<file path="src/rtl/riscv_lsu.sv">
// riscv_lsu: valid/ready load/store unit with byte-lane steering, load extension and bus timeout.
// Define LSU_MISALIGN_TRAP_EN to fault on misaligned accesses instead of aligning them down.
module riscv_lsu #(
    parameter int DATA_WIDTH     = 32,
    parameter int ADDR_WIDTH     = 9,
    parameter int TIMEOUT_CYCLES = 255
) (
    input  logic                    clk,
    input  logic                    rst,
    input  logic                    req_valid,
    output logic                    req_ready,
    input  logic                    req_write,
    input  logic [2:0]              req_funct3,
    input  logic [ADDR_WIDTH-1:0]   req_addr,
    input  logic [DATA_WIDTH-1:0]   req_wdata,
    input  logic [4:0]              req_rd,
    output logic                    resp_valid,
    output logic [DATA_WIDTH-1:0]   resp_rdata,
    output logic [4:0]              resp_rd,
    output logic                    resp_fault,
    output logic                    mem_rd_en,
    output logic                    mem_wr_en,
    output logic [ADDR_WIDTH-1:0]   mem_addr,
    output logic [DATA_WIDTH/8-1:0] mem_be,
    output logic [DATA_WIDTH-1:0]   mem_wdata,
    input  logic [DATA_WIDTH-1:0]   mem_rdata,
    input  logic                    mem_ack
);
    localparam int NB = DATA_WIDTH / 8;
    localparam int OW = $clog2(NB);
    localparam logic [15:0] TMO_LAST = 16'(TIMEOUT_CYCLES - 1);

    typedef enum logic [1:0] { IDLE, REQ, RESP } state_t;
    state_t state, state_nx;

    logic [1:0]            size;
    logic                  legal, trap, tmo;
    logic [OW-1:0]         off_raw, off, amask;
    logic [7:0]            bmask;

    logic                  write_q, fault_q;
    logic [2:0]            f3_q;
    logic [OW-1:0]         off_q;
    logic [ADDR_WIDTH-1:0] addr_q;
    logic [NB-1:0]         be_q;
    logic [DATA_WIDTH-1:0] wdata_q, rdata_q, shifted, ld;
    logic [4:0]            rd_q;
    logic [15:0]           cnt;

    always_comb begin
        size  = 2'd0;
        legal = 1'b0;
        unique case (req_funct3)
            3'b000: begin size = 2'd0; legal = 1'b1; end
            3'b001: begin size = 2'd1; legal = 1'b1; end
            3'b010: begin size = 2'd2; legal = 1'b1; end
            3'b011: begin size = 2'd3; legal = (DATA_WIDTH == 64); end
            3'b100: begin size = 2'd0; legal = !req_write; end
            3'b101: begin size = 2'd1; legal = !req_write; end
            3'b110: begin size = 2'd2; legal = !req_write && (DATA_WIDTH == 64); end
            default: begin size = 2'd0; legal = 1'b0; end
        endcase
        bmask = 8'h01;
        unique case (size)
            2'd0: bmask = 8'h01;
            2'd1: bmask = 8'h03;
            2'd2: bmask = 8'h0f;
            default: bmask = 8'hff;
        endcase
        amask   = OW'((8'd1 << size) - 8'd1);
        off_raw = req_addr[OW-1:0];
`ifdef LSU_MISALIGN_TRAP_EN
        off  = off_raw;
        trap = |(off_raw & amask);
`else
        // Sub-size offset bits are dropped, so misaligned accesses land on the aligned slot
        off  = off_raw & ~amask;
        trap = 1'b0;
`endif
    end

    assign tmo = (cnt == TMO_LAST);

    always_comb begin
        shifted = mem_rdata >> {off_q, 3'b000};
        ld      = shifted;
        unique case (f3_q)
            3'b000: ld = DATA_WIDTH'($signed(shifted[7:0]));
            3'b001: ld = DATA_WIDTH'($signed(shifted[15:0]));
            3'b010: ld = DATA_WIDTH'($signed(shifted[31:0]));
            3'b100: ld = DATA_WIDTH'(shifted[7:0]);
            3'b101: ld = DATA_WIDTH'(shifted[15:0]);
            3'b110: ld = DATA_WIDTH'(shifted[31:0]);
            default: ld = shifted;
        endcase
    end

    always_ff @(posedge clk) begin
        if (!rst) state <= IDLE;
        else      state <= state_nx;
    end

    always_comb begin
        state_nx = state;
        unique case (state)
            IDLE: if (req_valid) state_nx = (legal && !trap) ? REQ : RESP;
            REQ:  if (mem_ack || tmo) state_nx = RESP;
            RESP: state_nx = IDLE;
            default: state_nx = IDLE;
        endcase
    end

    always_ff @(posedge clk) begin
        if (!rst) begin
            write_q <= 1'b0;
            fault_q <= 1'b0;
            f3_q    <= '0;
            off_q   <= '0;
            addr_q  <= '0;
            be_q    <= '0;
            wdata_q <= '0;
            rdata_q <= '0;
            rd_q    <= '0;
            cnt     <= '0;
        end else begin
            unique case (state)
                IDLE: if (req_valid) begin
                    write_q <= req_write;
                    f3_q    <= req_funct3;
                    off_q   <= off;
                    addr_q  <= {req_addr[ADDR_WIDTH-1:OW], {OW{1'b0}}};
                    be_q    <= bmask[NB-1:0] << off;
                    wdata_q <= req_wdata << {off, 3'b000};
                    rd_q    <= req_rd;
                    cnt     <= '0;
                    fault_q <= !legal || trap;
                    rdata_q <= '0;
                end
                REQ: begin
                    // Ack wins over timeout when both land on the same edge
                    if (mem_ack)  rdata_q <= write_q ? '0 : ld;
                    else if (tmo) fault_q <= 1'b1;
                    else          cnt     <= cnt + 16'd1;
                end
                default: ;
            endcase
        end
    end

    always_comb begin
        req_ready  = (state == IDLE);
        mem_rd_en  = (state == REQ) && !write_q;
        mem_wr_en  = (state == REQ) && write_q;
        mem_addr   = (state == REQ) ? addr_q : '0;
        mem_be     = (state == REQ) ? be_q : '0;
        mem_wdata  = (state == REQ) ? wdata_q : '0;
        resp_valid = (state == RESP);
        resp_rdata = (state == RESP) ? rdata_q : '0;
        resp_rd    = (state == RESP) ? rd_q : '0;
        resp_fault = (state == RESP) && fault_q;
    end
endmodule

</file>
<file path="config.mk">
export PLATFORM = sky130hd
export DESIGN_NAME = riscv_lsu
export DESIGN_NICKNAME = d
export VERILOG_FILES = /design/src/rtl/riscv_lsu.sv
export SDC_FILE = /design/constraint.sdc
export NUM_CORES = 1
export LEC_CHECK = 0
export CAP_MARGIN = 20
export CORE_ASPECT_RATIO = 1.1
export CORE_MARGIN = 2
export CORE_UTILIZATION = 50
export CTS_CLUSTER_SIZE = 16
export DETAILED_ROUTE_END_ITERATION = 6
export PLACE_DENSITY = 0.86
export SYNTH_ARGS = -nofsm -noshare
export SYNTH_HDL_FRONTEND = slang
export SYNTH_SLANG_ARGS = --single-unit
</file>
<file path="constraint.sdc">
create_clock -name clk -period 4.85 [get_ports clk]
set_clock_uncertainty 0.2 [all_clocks]
set_input_delay 0.485 -clock clk [delete_from_list [all_inputs] [get_ports clk]]
set_output_delay 0.485 -clock clk [all_outputs]
set_load 0.02 [all_outputs]
</file>
==> results of run 1 <==
## cell type report
type	count	area, sq um
multi-input cells	481	3180
well taps	147	184
repair buffers	177	1770
clock inverters	3	65.1
flip-flops and latches	105	2100
fillers	866	3310
inverters	2	7.51
clock buffers	12	246
## registers in the layout, summed over array words and instances (netlist names)
signal and flops:
cnt 16, addr_q 7, f3_q 3, wdata_q 32, off_q 2, be_q 4
rd_q 5, fault_q 1, rdata_q 32, write_q 1, state 2
## placed cells by master (no fill, tap or decap), types with 3 or more instances in the layout
master           count
clkdlybuf4s50_1    169
dfxtp_1            105
and2_1              87
nand2_1             72
nor2_1              41
a22o_1              32
mux2_2              24
a21boi_0            19
o21ai_0             19
nand3_1             18
mux2i_1             18
a21o_1              17
nor2b_1             15
xor2_1              13
a21oi_1             11
clkbuf_16            9
a22oi_1              8
a221oi_1             8
nor3b_1              8
and3_1               7
nand4_1              7
a211o_1              7
a32oi_1              7
buf_4                6
nor3_1               4
nand2b_1             3
ha_1                 3
## kinds of logic after synthesis
logic type | Yosys count | share of synthesized area (%)
and+or+nand+nor | 283 | 27.3
AOI/OAI and AO/OA | 136 | 18.6
DFF | 105 | 38.0
buffers and inverters | 55 | 4.77
muxes | 43 | 8.41
xor gates and xnor gates | 14 | 2.22
adders and majority gates | 3 | 0.678
other | 1 | 0.0678
## critical path, delay by kind of cell, from the launching register on
family | cells | cell delay [ns]
AND/OR/NAND/NOR | 2 | 0.55
flip-flops | 1 | 0.47
buffers and inverters | 2 | 0.98
## power by group through the flow
stage               Sequential [uW]  Clock [uW]  Combinational, uW
floorplan                       942           0                209
global placement                948           0                341
detailed placement              950           0                353
CTS                             932         774                355
global route                    937         807                384
finish                          933         763                355
## per-stage QoR
stage | area [sq um] | cells | total power [uW] | hold WS, ns
floorplan | 5540 | 641 | 1150 | 0.214
global placement | 7210 | 911 | 1290 | 0.234
detailed placement | 7240 | 912 | 1300 | 0.233
CTS | 7550 | 927 | 2060 | 0.243
global route | 7550 | 927 | 2130 | 0.269
finish | 7550 | 927 | 2050 | 0.242
## worst paths after layout
kind / start / to / slack [ns]
setup reg to reg: state[0] / wdata_q[0] / 2.25
hold / removal: be_q[1] / be_q[1] / 0.24
hold reg to reg: be_q[1] / be_q[1] / 0.24
setup / recovery: state[0] / mem_wdata[14] / 1.80
## metal layers
layer  vias to the layer above  wire length (microns)  part of all wire, %
li1                       2500                      -                    -
met1                      2448                   6590                   42
met2                       202                   7800                   50
met3                        30                    849                  5.4
met4                         0                    515                  3.3
met5                         -                      0                    0
## cell usage after synthesis (all sizes together), types with 2 or more instances
cell,instances
a211o,7
a21boi,20
a21o,17
a21oi,12
a221oi,8
a22o,32
a22oi,8
a32oi,7
and2,89
and2b,2
and3,7
and4,2
buf,24
clkbuf,29
dfxtp,105
ha,3
inv,2
mux2,25
mux2i,18
nand2,73
nand2b,3
nand3,18
nand4,7
nor2,42
nor2b,17
nor3,4
nor3b,9
nor4,2
nor4bb,2
o21a,2
o21ai,20
or2,2
xor2,13
==> flow_metrics.tcl, run 1 <==
set metrics [dict create \
    async_reset_ff_share_pct 0 \
    num_rows 40 \
    cts_setup_buffers 0 \
    first_pass_iters 4 \
    drt_iter0_markers 251 \
    p_sw_uw 510 \
    ys_types 54 \
    tns_ns 0 \
    synth-edff-count 0 \
    ys_dominant_reg_cell "dfxtp_1" \
    cts_buffers 9 \
    finalSetupViolCount 0 \
    yosysWarnings 0 \
    drv_slew 0 \
    period_share_pct 62.8 \
    ios 173 \
    pwr-share-comb_pct 17.3 \
    antenna_found_initial 0 \
    wl_mm 15.7 \
    crit_path_start_kind "register" \
    synth_top_cells_by_area "dfxtp_1 38%, and2_1 9.8%, a22o_1 5.1%" \
    seqPwrFrac_pct 45.5 \
    outcome "finished clean" \
    worstPathCellList "nor2b_2, buf_4, and2_1, clkdlybuf4s50_1" \
    drive_gt1_share_pct 7.05 \
    htreeDepth 3 \
    syn_avg_cell_area_sq_um 8.65 \
    viasPerCell 5.59 \
    power.leakage_uw 0.00298 \
    final_util_pct 69.5 \
    cts_tree "done" \
    vias 5180 \
    dpl.hpwl_mm 11.4 \
    nets 865 \
    grt_use_total_pct 26.3 \
    critPathMaxFanout 38 \
    synth_top_area_share_pct 38.0 \
    synth-seq-area-share_pct 38.0 \
    core-area_sq_um 10900 \
    clock_latency_ns 0.34 \
    clkPwrFrac_pct 37.2 \
    met1_usage_pct 31.1 \
    ys_seq_elements 105 \
    critical_path_class "register to output pin" \
    die_x_microns 104 \
    grt_pass1_vias 5090 \
    hold_depth 2 \
    area_growth_pct 36.5 \
    tightest_slew_ns 0.937 \
    hold_viol 0 \
    wl_per_cell_microns 17.0 \
    powerDensity_nw_per_um2 272 \
    cts_resized 0 \
    grt_util_met3_pct 3.70 \
    die_h_microns 114 \
    use_met2_pct 46.7 \
    cts_hold_buf 0 \
    min_path_type "register to register" \
    relSlewSlack_pct 37.5 \
    synth.cell_area_sq_um 5530 \
    cap_violations 0 \
    crit_required_ns 4.16 \
    synth_top_area_cell "dfxtp_1" \
    clk_pin_slew_worst_paths_ns 0.06 \
    p_int_uw 1540 \
    cts_sinks 105 \
    clockBufferDepth 2 \
    diodes 0 \
    gp_congestion 0.897 \
    grt_pass1_wl_mm 25.4 \
    root_buffer "clkbuf_16" \
    rsz0062_at_grt "false" \
    arrival_ns 2.36 \
    setup_ws_ns 1.80 \
    grt_max_degree 41 \
    start_util_pct 50.9 \
    fp.dieArea_sq_um 11900 \
    timing.fmax_mhz 328 \
    worstRegToRegCells 5 \
    endpoint_kind "output pin" \
    cp_slowest_cell "clkdlybuf4s50_1" \
    antenna_left 0 \
    grt-ovfl-total 0 \
    max_stage_delay_ns 0.62 \
    synth_cells 640 \
    top_usage_layer "met2" \
    p_sw_share_pct 24.9 \
    drcViolationCount 0 \
    finalCriticalPeriod_ns 3.05 \
    ir_drop_mv 0.159 \
    pre_cts_slack_ns 1.52 \
    io_buffers 170 \
]
No activity file was read; power rests on OpenSTA's default activity.
==> inputs of run 2 (changes only) <==
- CORE_UTILIZATION: 50 -> 43
- PLACE_DENSITY: 0.86 -> 0.79
- clock period: 4.85 -> 2.7 ns (I/O delays scaled with it)
==> run 2 against run 1 <==
Compared with the run above: the run now ends with design-rule violations left; highest routed layer unchanged; largest cell class unchanged; critical path type unchanged; final cell count up 2.8%; count of clock-buffer cells in the layout down 2; total power grew 71%; register-to-register slack got worse by 1.5 ns.
==> flow_metrics.tcl, run 2 (same netlist as run 1, synthesis figures left out) <==
set metrics [dict create \
    final_common_cell "clkdlybuf4s50_1" \
    start_util_pct 43.9 \
    critical_path_class "register to output pin" \
    crit_required_ns 2.23 \
    arrival_ns 2.04 \
    nets 883 \
    hold_depth 2 \
    drt_iter0_markers 312 \
    antenna_found_initial 0 \
    violations "design-rule violations" \
    r2r_slack_ns 0.72 \
    tightest_slew_ns 0.734 \
    core-area_sq_um 12600 \
    drv_slew 0 \
    grt_use_total_pct 22.5 \
    fillCellCount 1089 \
    grt_max_degree 39 \
    powerDensity_nw_per_um2 459 \
    clk_pin_slew_worst_paths_ns 0.06 \
    reg_top3 "rdata_q (32), wdata_q (32), cnt (16)" \
    clockBufferDepth 2 \
    worstRegToRegCells 5 \
    use_met2_pct 38.3 \
    area_growth_pct 38.4 \
    relSlewSlack_pct 51.1 \
    met1_usage_pct 28.8 \
    grt_pass1_vias 5065 \
    min_from "rst" \
    first_pass_iters 7 \
    dpl.hpwl_mm 11.8 \
    min_path_type "primary input to register" \
    die_x_microns 112 \
    fp.dieArea_sq_um 13800 \
    ios 173 \
    drcViolationCount 1 \
    grt-ovfl-total 0 \
    min_to "fault_q" \
    antenna_left 0 \
    finalCriticalPeriod_ns 2.51 \
    setup_ws_ns 0.186 \
    num_rows 43 \
    diodes 0 \
    drive_gt1_share_pct 9.30 \
    vias 5204 \
    cts_buffers 9 \
    htreeDepth 3 \
    power.leakage_uw 0.00305 \
    outcome "finished, violations left" \
    top_usage_layer "met2" \
    timing.fmax_mhz 398 \
    grt_util_met3_pct 4.26 \
    gp_congestion 0.881 \
    endpoint_kind "output pin" \
    finalSetupViolCount 0 \
    cts_hold_buf 0 \
    reg2reg_from "off_q[1]" \
    rsz0062_at_grt "false" \
    total_power_uw 3510 \
    root_buffer "clkbuf_16" \
    clock_latency_ns 0.34 \
    fin_hold_ws_ns 0.221 \
    die_h_microns 123 \
    cts_sinks 105 \
    viasPerCell 5.46 \
    ir_drop_mv 0.300 \
    cap_violations 0 \
    wl_mm 15.9 \
    pre_cts_slack_ns -0.0270 \
    io_buffers 170 \
    crit_path_start_kind "register" \
    critPathMaxFanout 38 \
    hold_viol 0 \
    period_share_pct 93.1 \
    grt_pass1_wl_mm 25.3 \
    regToRegEndpoint "rdata_q[11]" \
    cts_tree "done" \
    wl_per_cell_microns 16.7 \
    final_cell_mix "169 x clkdlybuf4s50_1, 104 x dfxtp_1, 87 x and2_1, 72 x nand2_1, 41 x nor2_1" \
]
run 2: cell types whose count changed in the layout (fill, tap and decap cells not counted), sizes merged:
| cell | delta |
|---|---|
| bufinv | -2 |
| buf | +18 |
| clkbuf | -2 |
| clkinvlp | +2 |
run 2: layer usage:
layer | share of wire, % | vias up
li1 | - | 2524
met1 | 42 | 2451
met2 | 48 | 203
met3 | 6.7 | 26
met4 | 2.4 | 0
met5 | 0 | -
run 2: how the worst max path moves through the flow:
stage / from / end / slack [ns]
6_report: state[0] / mem_be[1] / 0.19
3_3_place_gp: req_funct3[2] / wdata_q[22] / 0.06
2_1_floorplan: req_funct3[2] / wdata_q[16] / 0.57
3_5_place_dp: req_funct3[2] / wdata_q[17] / -0.03
5_1_grt: state[0] / mem_wdata[17] / 0.07
4_1_cts: state[1] / resp_rdata[14] / 0.02
run 2: cell type report:
class	instances	area [sq um]	area share, %
Inverter	2	7.51	0.0980
Sequential cell	105	2100	27.5
Multi-Input combinational cell	481	3180	41.5
Tap cell	157	196	2.56
Clock buffer	10	239	3.12
Timing Repair Buffer	195	1910	25.0
Clock inverter	3	20.0	0.261
run 2: critical path: stages (launching register included):
cell	delay, ns
dfxtp_1	0.47
nor2b_4	0.24
buf_12	0.18
and2_1	0.16
clkdlybuf4s50_1	0.63
run 2: report_power, final:
part	internal (uW)	switching (uW)	leakage (uW)	total [uW]
clock	633	547	0.000122	1180
combinational	327	330	0.00207	657
sequential	1630	47.6	0.000856	1680
run 2: timing repair:
action	in CTS	in global routing
endpoints found under the setup margin	13	43
buffers inserted	0	1
resized for setup	1	2
run 2: metrics by stage:
| stage | util (%) | TNS [ns] | area [sq um] | cells |
|---|---|---|---|---|
| 3_3_place_gp | 58.6 | 0 | 7380 | 939 |
| 3_5_place_dp | 58.6 | -0.0442 | 7380 | 939 |
| 6_report | 60.8 | 0 | 7660 | 953 |
| 5_1_grt | 60.8 | 0 | 7660 | 953 |
| 4_1_cts | 60.7 | 0 | 7650 | 952 |
| 2_1_floorplan | - | 0 | 5540 | 641 |
==> inputs of run 3 (changes only) <==
- SKIP_LAST_GASP: not set -> 1
==> run 3 against run 2 <==
Compared with the run above: the flow still finishes with violations (design-rule violations); total power about the same; critical path type unchanged; count of clock-buffer cells in the layout is the same; flip-flop and latch count is the same; utilization about the same.
==> flow_metrics.tcl, run 3 (same netlist as run 1, synthesis figures left out) <==
set metrics [dict create \
    outcome "finished, violations left" \
    violations "design-rule violations" \
    powerDensity_nw_per_um2 459 \
    timing.fmax_mhz 385 \
    clk_pin_slew_worst_paths_ns 0.06 \
    htreeDepth 3 \
    r2r_slack_ns 0.72 \
    antenna_left 0 \
    min_from "rst" \
    top_usage_layer "met2" \
    wl_mm 15.9 \
    min_path_type "primary input to register" \
    ir_drop_mv 0.300 \
    fillCellCount 1089 \
    met1_usage_pct 28.8 \
    grt_use_total_pct 22.5 \
    reg2reg_from "off_q[1]" \
    gp_congestion 0.881 \
    antenna_found_initial 0 \
    wl_per_cell_microns 16.7 \
    viasPerCell 5.46 \
    area_growth_pct 38.4 \
    cts_buffers 9 \
    drive_gt1_share_pct 9.17 \
    first_pass_iters 7 \
    die_x_microns 112 \
    period_share_pct 96.1 \
    clock_latency_ns 0.34 \
    total_power_uw 3510 \
    finalCriticalPeriod_ns 2.59 \
    die_h_microns 123 \
    tightest_slew_ns 0.734 \
    endpoint_kind "output pin" \
    core-area_sq_um 12600 \
    grt_max_degree 39 \
    nets 883 \
    hold_depth 2 \
    multi_input_area_sq_um 3180 \
    reg_top3 "rdata_q (32), wdata_q (32), cnt (16)" \
    hold_viol 0 \
    finalSetupViolCount 0 \
    drv_slew 0 \
    power.leakage_uw 0.00304 \
    diodes 0 \
    start_util_pct 43.9 \
    grt_pass1_wl_mm 25.3 \
    final_common_cell "clkdlybuf4s50_1" \
    grt_pass1_vias 5065 \
    crit_path_start_kind "register" \
    regArea_sq_um 2100 \
    io_buffers 170 \
    pre_cts_slack_ns -0.0270 \
    critical_path_class "register to output pin" \
    clockBufferDepth 2 \
    arrival_ns 2.12 \
    final_util_pct 60.8 \
    setup_ws_ns 0.105 \
    root_buffer "clkbuf_16" \
    drcViolationCount 1 \
    fin_hold_ws_ns 0.221 \
    critPathMaxFanout 38 \
    cap_violations 0 \
    dpl.hpwl_mm 11.8 \
    final_cell_mix "169 x clkdlybuf4s50_1, 105 x dfxtp_1, 87 x and2_1, 72 x nand2_1, 41 x nor2_1" \
    regToRegEndpoint "rdata_q[11]" \
    cts_tree "done" \
    drt_iter0_markers 312 \
    grt-ovfl-total 0 \
    num_rows 43 \
    use_met2_pct 38.3 \
    worstRegToRegCells 5 \
    min_to "fault_q" \
    fp.dieArea_sq_um 13800 \
    ios 173 \
    vias 5204 \
    grt_util_met3_pct 4.26 \
    relSlewSlack_pct 51.1 \
    cts_sinks 105 \
    rsz0062_at_grt "true" \
    crit_required_ns 2.23 \
]
==> run 3: cell types whose count changed in the layout (fill, tap and decap cells not counted) <==
| cell | before | now |
|---|---|---|
| dfxtp_1 | 104 | 105 |
| dfxtp_2 | 1 | 0 |
==> run 3: worst max-delay path, stage by stage, from the launching register on <==
cell             delay (ns)
dfxtp_1                0.49
nor2b_2                0.23
buf_6                  0.25
and2_1                 0.19
clkdlybuf4s50_1        0.61
==> run 3: cell type report <==
cell class                      count  share of cell area, %
Clock buffer                       10                   3.12
Clock inverter                      3                  0.261
Inverter                            2                 0.0980
Multi-Input combinational cell    481                   41.5
Sequential cell                   105                   27.4
Tap cell                          157                   2.56
Timing Repair Buffer              195                   25.0
==> run 3: routing by layer <==
layer / vias up / routed length [microns] / part of all wire [%]
met3: 26 / 1070 / 6.7
li1: 2524 / - / -
met4: 0 / 375 / 2.4
met1: 2451 / 6770 / 42
met2: 203 / 7720 / 48
met5: - / 0 / 0
==> run 3: what timing repair did <==
action                     4_1_cts  5_1_grt
hold buffers                     0        0
pin swaps                        0        0
buffers inserted                 0        1
setup endpoints to repair       13       43
gates resized for setup          1        1
==> run 3: report_power, final <==
| group | leakage (uW) | internal [uW] | switching, uW |
|---|---|---|---|
| clock network | 0.000122 | 633 | 547 |
| registers | 0.000856 | 1630 | 47.6 |
| logic | 0.00207 | 327 | 330 |
==> run 3: worst max path at each step <==
stage	depth (start not counted)	to	start	slack [ns]
after floorplan	8	wdata_q[16]	req_funct3[2]	0.57
after global placement	8	wdata_q[22]	req_funct3[2]	0.06
after detailed placement	8	wdata_q[17]	req_funct3[2]	-0.03
after CTS	4	resp_rdata[14]	state[1]	0.02
after global routing	4	resp_rdata[31]	state[1]	-0.009
final	4	resp_rdata[23]	state[1]	0.11
==> run 3: stage by stage <==
step | TNS [ns] | cells | instance area (sq um)
after floorplan | 0 | 641 | 5540
after global placement | 0 | 939 | 7380
after detailed placement | -0.0442 | 939 | 7380
after CTS | 0 | 952 | 7650
after global routing | -0.00941 | 953 | 7660
final | 0 | 953 | 7660
==> edit, RTL diff (flow settings as in run 1) <==
Re-encode `state_t` (3 states) as one-hot, 3 bits wide.
--- a/src/rtl/riscv_lsu.sv
+++ b/src/rtl/riscv_lsu.sv
@@ -31,5 +31,5 @@
     localparam logic [15:0] TMO_LAST = 16'(TIMEOUT_CYCLES - 1);
 
-    typedef enum logic [1:0] { IDLE, REQ, RESP } state_t;
+    typedef enum logic [2:0] { IDLE = 3'b001, REQ = 3'b010, RESP = 3'b100 } state_t;
     state_t state, state_nx;
 
Check against the original RTL: same outputs for any inputs over 4 cycles, from zero or initial values and one cycle with rst low; so few cycles prove little.
==> edit against run 1 <==
  * Final cell count up 8.6%
  * Fmax down 11%
  * Largest cell class unchanged
  * Setup slack got worse by 0.36 ns
  * Combinational power increased by 2%
  * Global-route usage increased by 4.1 points
  * Final area increased by 6.6%
  * Routed wire length up 26%
  * Clock power grew 8.1%
  * Area after synthesis is 8.4% higher
  * Power increased by 3.5%
  * Count of clock-buffer cells in the layout is 3 lower
  * Sequential cell count grew 1
  * Register-to-register slack got worse by 0.10 ns
==> edit: results (changes against run 1) <==
metric	value	unit	change
status	finished, final reports clean		
initial drt markers	503		+100%
CP max stage cell	clkdlybuf4s50_1		
Worst-Skew Late Latency	0.35	ns	
Largest regs	rdata_q (32), wdata_q (32), cnt (16)		
Area after DPL	7700	sq um	+6.4%
synth cell count leaders	106 x dfxtp_1, 86 x and2_1, 72 x nand2_1		
number of iterations in the first detailed-routing pass	5		+1
relative slew slack	0.471		+0.0960
post-cts resize count	0		unchanged
GRT Overall Usage	0.305		+0.0415
fraction of registers with async set/reset	0		unchanged
maximum fanout along the worst path	23		-39%
largest net degree at the start of global routing	51		+24%
post-synthesis sequential area ratio	0.354		-0.0261
Vias/cell	6.08		+8.7%
postcts setup bufs	0		unchanged
Post-DP HPWL	14200	um	+24%
number of global-route vias before repair	5853		+15%
Diodes inserted	0		unchanged
Synth Flop Type	dfxtp_1		
CP max stage delay	0.93	ns	+0.31 ns
total negative slack	0	ns	unchanged
Bufs on Longest Clock Path	2		unchanged
initial antenna violation count	0		unchanged
Hold Crit Depth	2		unchanged
Pleak	2.81	nW	-5.8%
synth warn	0		unchanged
Nets	941		+8.8%
top cells by area, synth	dfxtp_1 35%, and2_1 9.0%, a21oi_1 4.9%, nand2_1 4.5%, o21ai_0 3.6%		
drt drc	0		unchanged
routed wire length per instance	19.7	um	+16%
RePlAce Congestion	0.965		+7.5%
Worst-path clk slew	0.07	ns	
filler cell count in the final layout	913		+5.4%
count of cell types in the netlist	64		+19%
peak supply drop	0.201	mV	+27%
H-tree Lvls	3		unchanged
dpl ws	1.12	ns	-0.402 ns
cts bufs inserted	9		unchanged
clk root buf	clkbuf_16		
input/output buffers	170		unchanged
reg2reg path depth	5		unchanged
HP Class	reg -> reg		
layout cells sized above 1	0.0700		-0.000501
CP Data Arrival Time	3.49	ns	+1.13 ns
first-pass GRT wire length	30800	um	+21%
==> edit: final cells by class <==
| cell class | count | area, sq um | share of cell area |
|---|---|---|---|
| Tap cell | 150 | 188 | 0.0233 |
| Multi-Input combinational cell | 547 | 3580 | 0.445 |
| Sequential cell | 106 | 2120 | 0.264 |
| Clock inverter | 7 | 113 | 0.0140 |
| Clock buffer | 9 | 225 | 0.0280 |
| Timing Repair Buffer | 183 | 1800 | 0.224 |
| Inverter | 5 | 18.8 | 0.00233 |
==> edit: cell families after synthesis <==
logic type	synth area share
flops	0.354
mux	0.0688
simple gates	0.289
buf+inv	0.0549
fa+ha+maj	0.00626
compound gates	0.227
other cells	0.000625
==> edit: per-stage QoR <==
stage | std cells | hold slack [ns]
CTS | 1006 | 0.253
global route | 1007 | 0.268
floorplan | 727 | 0.217
global placement | 990 | 0.230
detailed placement | 990 | 0.236
finish | 1007 | 0.251
==> edit: worst paths after layout <==
| check | start | end | slack [ns] |
|---|---|---|---|
| max | req_funct3[1] | wdata_q[25] | 1.44 |
| min | addr_q[3] | addr_q[3] | 0.25 |
| max reg2reg | state[0] | wdata_q[25] | 2.15 |
| min reg2reg | addr_q[3] | addr_q[3] | 0.25 |
==> edit: power by group <==
part	internal [W]	leakage (nW)	total (W)	switching (W)
Clock	0.000464	0.161	0.000825	0.000361
Combinational	0.000160	1.79	0.000361	0.000201
Sequential	0.000910	0.863	0.000938	0.0000275
Total	0.00153	2.81	0.00212	0.000590
==> edit: worst max-delay path, delay by kind of cell <==
kind                     cells  cell delay (ns)
AND/OR/NAND/NOR              5             1.59
adder cells (fa/ha/maj)      1             0.30
buffers and inverters        1             0.93
AO/OA/AOI/OAI                1             0.17
==> edit: metal layers <==
layer  vias up  track usage  wire length, um
li1       2895            -                -
met1      2860        0.376             7970
met2       310        0.504             9480
met3        53       0.0695             1660
met4         0        0.129              731
met5         -            0                0
